$ cat config.mk
export PLATFORM = sky130hd
export DESIGN_NAME = fetch_unit
export DESIGN_NICKNAME = d
export VERILOG_FILES = /design/src/rtl/fetch_unit.sv
export SDC_FILE = /design/constraint.sdc
export NUM_CORES = 1
export LEC_CHECK = 0
export CORE_MARGIN = 8
export CORE_UTILIZATION = 48
export CTS_CLUSTER_DIAMETER = 80
export CTS_CLUSTER_SIZE = 20
export DETAILED_ROUTE_END_ITERATION = 10
export GPL_ROUTABILITY_DRIVEN = 1
export GPL_TIMING_DRIVEN = 0
export PLACE_DENSITY = 0.85
export SLEW_MARGIN = 20
export SYNTH_ARGS = -nofsm -noshare
export SYNTH_HDL_FRONTEND = slang
export SYNTH_SLANG_ARGS = --single-unit
$ cat constraint.sdc
create_clock -name i_clk -period 6.1 [get_ports i_clk]
set_input_delay 1.22 -clock i_clk [delete_from_list [all_inputs] [get_ports i_clk]]
set_output_delay 1.22 -clock i_clk [all_outputs]
set_load 0.01 [all_outputs]
$ cat src/rtl/fetch_unit.sv
// Instruction fetch stage: BRAM word-read port, PC tracking, redirect/squash and a
// valid/ready hand-off to decode. Define FETCH_ALIGN_CHECK_EN to trap misaligned redirects.
module fetch_unit #(
    parameter int unsigned     XLEN        = 64,
    parameter int unsigned     ADDR_W      = 14,
    parameter int unsigned     MEM_LATENCY = 1,
    parameter logic [XLEN-1:0] RESET_PC    = '0
) (
    input  logic              i_clk,
    input  logic              i_reset,
    output logic              o_mem_read,
    output logic [ADDR_W-1:0] o_mem_address,
    input  logic [31:0]       i_mem_value,
    output logic              o_insn_valid,
    input  logic              i_insn_ready,
    output logic [31:0]       o_insn,
    output logic [XLEN-1:0]   o_insn_pc,
    input  logic              i_redirect,
    input  logic [XLEN-1:0]   i_redirect_pc,
    output logic [XLEN-1:0]   o_pc,
    output logic              o_fault
);

    localparam logic [1:0] ST_FETCH = 2'd0;
    localparam logic [1:0] ST_WAIT  = 2'd1;
    localparam logic [1:0] ST_HOLD  = 2'd2;
`ifdef FETCH_ALIGN_CHECK_EN
    localparam logic [1:0] ST_FAULT = 2'd3;
`endif

    localparam logic [3:0]      CNT_INIT  = 4'(MEM_LATENCY - 1);
    localparam logic [XLEN-1:0] WORD_MASK = ~{{(XLEN-2){1'b0}}, 2'b11};

    logic [1:0]      state;
    logic [XLEN-1:0] pc;
    logic [3:0]      cnt;
    logic            take_redirect;

`ifdef FETCH_ALIGN_CHECK_EN
    // Once trapped, redirects are ignored; only reset leaves FAULT.
    assign take_redirect = i_redirect && (state != ST_FAULT);
`else
    assign take_redirect = i_redirect;
    assign o_fault       = 1'b0;
`endif

    assign o_pc = pc;

    always_ff @(posedge i_clk) begin
        if (i_reset) begin
            state         <= ST_FETCH;
            pc            <= RESET_PC;
            cnt           <= '0;
            o_mem_read    <= 1'b0;
            o_mem_address <= '0;
            o_insn_valid  <= 1'b0;
            o_insn        <= '0;
            o_insn_pc     <= '0;
`ifdef FETCH_ALIGN_CHECK_EN
            o_fault       <= 1'b0;
`endif
        end else if (take_redirect) begin
            // Squash: the pending read is simply never captured.
            o_mem_read   <= 1'b0;
            o_insn_valid <= 1'b0;
`ifdef FETCH_ALIGN_CHECK_EN
            if (i_redirect_pc[1:0] != 2'b00) begin
                state   <= ST_FAULT;
                o_fault <= 1'b1;
            end else begin
                pc    <= i_redirect_pc & WORD_MASK;
                state <= ST_FETCH;
            end
`else
            pc    <= i_redirect_pc & WORD_MASK;
            state <= ST_FETCH;
`endif
        end else begin
            case (state)
                ST_FETCH: begin
                    o_mem_address <= pc[ADDR_W+1:2];
                    o_mem_read    <= 1'b1;
                    o_insn_pc     <= pc;
                    pc            <= pc + XLEN'(4);
                    cnt           <= CNT_INIT;
                    state         <= ST_WAIT;
                end
                ST_WAIT: begin
                    o_mem_read <= 1'b0;
                    if (cnt != 4'd0) begin
                        cnt <= cnt - 4'd1;
                    end else begin
                        o_insn       <= i_mem_value;
                        o_insn_valid <= 1'b1;
                        state        <= ST_HOLD;
                    end
                end
                ST_HOLD: begin
                    if (i_insn_ready) begin
                        o_insn_valid <= 1'b0;
                        state        <= ST_FETCH;
                    end
                end
                default: begin
                    o_mem_read   <= 1'b0;
                    o_insn_valid <= 1'b0;
`ifndef FETCH_ALIGN_CHECK_EN
                    state        <= ST_FETCH;
`endif
                end
            endcase
        end
    end

endmodule

==> results.md <==
* Yosys top cell by area: dfxtp_1
* Post-cts resize count at 0
* Die W at 142 µm
* Placed Cells at 1,455
* HPWL after DPL at 21,200 µm
* CTS Hold Bufs at 0
* Vias at 8,317
* CTS tree: yes
* CTS H-tree depth at 4
* Total CTS buffers at 17
* Highest Clock Rate at 299 MHz
* Flop-to-flop setup slack at 3.00 ns
* Slew @ Worst Pin at 0.971 ns
* Die footprint at 0.0200 mm²
* Final Setup Violations at 0
* PwrDens at 246 mW/mm²
* Die Y at 142 µm
* Max FO, Critical Path at 10
* CP Buf/Inv Count at 4
* CP endpoint kind: flip-flop
* Critical path launch point type: input port
* CP Class: in2reg
* Vias in the first global route at 7,996
* Req. time, crit path at 6.39 ns
* Period utilization at 54.9%
* Setup TNS at 0 ns
* Critical path's largest stage delay at 0.58 ns
* Outcome: finished, final reports clean
* Number of remaining DRC errors at 0
* Fill cell count at 1,289
* Synthesis-to-finish area growth at 47.4%
* GPL Wtd Cong at 0.943
* Slowest-stage cell, CP: clkdlybuf4s50_1
* Layout cells sized above 1 at 5.66%
* Overall global routing resource usage at 27.6%
* Syn avg cell area at 7.82 µm²
* Drt via density at 5.59
* Clock slew at reported path FFs at 0.06 ns
* Setup Buffers After CTS at 0
* Synth Register Bits at 164
* Routed WL at 28,300 µm
* Fin area at 0.0111 mm²
* Worst slack, placed at 2.43 ns
* Crit path DAT at 3.64 ns
* GRT overflow at 0
* Delay-heaviest family, CP: buffers and inverters
* Worst Hold Class: reg2reg
* Row Count at 46
* Max transition margin at 34.7%
* Worst skew pair latency at 0.43 ns
* Initial antenna violation count at 0
* Maxcap violations at 0
* Final Hold Violating Endpoints at 0
* Core area at 0.0157 mm²
* DR iter-0 viols at 813
* Leakage power at 3.79 nW
* Seq/Total Area, Yosys at 43.4%
* Finished Layout Cells at 1,487
* Top post-synthesis cells by area: dfxtp_1 (43%), nand2_1 (12%), a21oi_1 (7.2%)
* Max VDD drop at 174 µV
* # diodes at 0
* I/O pin count at 277
* Post-DR wirelength/cell at 19.1 µm
* Top-area cell type share of the netlist area at 43.4%
* Syn. warnings at 0
* Max-slew violations at 0
* CTS max path bufs at 2
* Min Tclk post-route at 3.35 ns
* Synthesized area at 0.00756 mm²
* Pin count of the biggest net entering global routing at 17
* Routed Antenna Nets at 0
* Post-synth EDFFs at 0
* Port bufs at 268
* Hold WS at 0.452 ns
* First-pass GRT wire length at 43,500 µm
* Post-synth top flop: dfxtp_1
* Asr flop ratio synth at 0%
* DRT Pass-1 Iters at 6
* Fin nets at 1,361
* CP cell instances: clkdlybuf4s50_1 > clkbuf_1 > clkbuf_1 > clkbuf_1 > a21oi_1 > a21oi_1 > nor2_1
* Clock Sinks at 164
* Root buffer cell: clkbuf_16
* Most used cell, CP: clkbuf_1
* Fin Clk Skew at 0.00848 ns
* Synth Instances at 967
* Setup ws final at 2.75 ns
* Initial Util at 48.3%
* Synth cell types at 53
* DP Area at 0.0105 mm²
* RSZ-0062 raised after global routing: false
## registers in the layout, indices dropped and copies added, names as in the netlist
name,flops
o_insn_pc,49
o_mem_address,13
state,2
o_pc,62
o_insn_valid,1
o_insn,32
cnt,4
o_mem_read,1
## cells in the mapped netlist, types with 6 or more instances
library cell and instances:
a2111oi_0 8, a211oi_1 24, a21oi_1 109, a311oi_1 8, and3_1 11, and4_1 13
buf_2 6, buf_4 21, clkbuf_1 56, dfxtp_1 164, inv_1 13, mux2i_1 8
nand2_1 234, nand3_1 32, nand4_1 22, nor2_1 59, nor2b_1 6, nor3_1 27
nor4_1 22, o21ai_0 15, or3_1 9, or4_1 12, xnor2_1 26, xor2_1 7
## final timing paths
check | cells past startpoint | end | from
min | 2 | o_insn_pc[61]$_SDFFE_PP0P_ | o_insn_pc[61]$_SDFFE_PP0P_
max reg2reg | 6 | o_pc[52]$_SDFFE_PP0P_ | o_pc[14]$_SDFFE_PP0P_
max | 7 | o_pc[3]$_SDFFE_PP0P_ | i_redirect
min reg2reg | 2 | o_insn_pc[61]$_SDFFE_PP0P_ | o_insn_pc[61]$_SDFFE_PP0P_
## cell families (layout without fill, tap and decap cells)
kind of cell               after synthesis  in the layout  share of synthesized area, %
muxes                                    8              8                          1.06
and+or+nand+nor                        469            469                          29.8
other                                    1              5                        0.0496
AOI/OAI and AO/OA                      188            188                          15.1
xor gates and xnor gates                33             33                          3.82
DFF                                    164            164                          43.4
buffers and inverters                  101            401                          6.27
adders and majority gates                3              3                         0.496
## final cells by class
| class | instances | area, µm² | share of cell area, % |
|---|---|---|---|
| clock buffers | 18 | 439 | 3.94 |
| flip-flops and latches | 164 | 3280 | 29.5 |
| inverters | 13 | 48.8 | 0.438 |
| multi-input cells | 706 | 3820 | 34.3 |
| plain buffers | 88 | 425 | 3.82 |
| clock inverters | 14 | 174 | 1.56 |
| well taps | 216 | 270 | 2.43 |
| repair buffers | 268 | 2680 | 24.1 |
## report_power, final
part           internal, W  total, W  leakage, nW  switching [W]
Combinational     0.000216  0.000419         2.16       0.000203
Sequential         0.00113   0.00120         1.34      0.0000708
Clock             0.000660   0.00113        0.290       0.000469
Total              0.00200   0.00274         3.79       0.000742
## metrics by stage
stage	utilization [%]	total power [W]
global placement	67.3	0.00162
detailed placement	67.3	0.00163
finish	71.2	0.00274
global route	71.2	0.00284
CTS	71.2	0.00275
floorplan	-	0.00139
## placed cells by master, fill, tap and decap left out, drive strengths merged, types with 5 or more instances in the layout
master	count
nand4	24
nor2b	6
nor2	59
a211oi	24
clkbuf	75
or3	9
nand3	32
dfxtp	164
nor3	27
a21oi	109
buf	31
a2111oi	8
or4	12
o31ai	5
xnor2	26
inv	18
and4	13
o211ai	5
nand2	235
o21ai	15
nor4b	5
mux2i	8
nor4	24
conb	5
xor2	7
clkdlybuf4s50	268
and3	11
a311oi	8
## tightest hold or removal path, cell delays in order, from the launching register on
cell and delay (ns):
dfxtp_1 0.31, nand2_1 0.05, a21oi_1 0.05
## metal layers
layer / track usage (%) / up-vias / wire length, µm
li1: - / 3963 / -
met1: 32.8 / 3841 / 11100
met2: 45.3 / 425 / 13200
met3: 7.90 / 88 / 2890
met4: 13.0 / 0 / 1180
met5: 0 / - / 0
No activity file was read; power rests on OpenSTA's default activity.
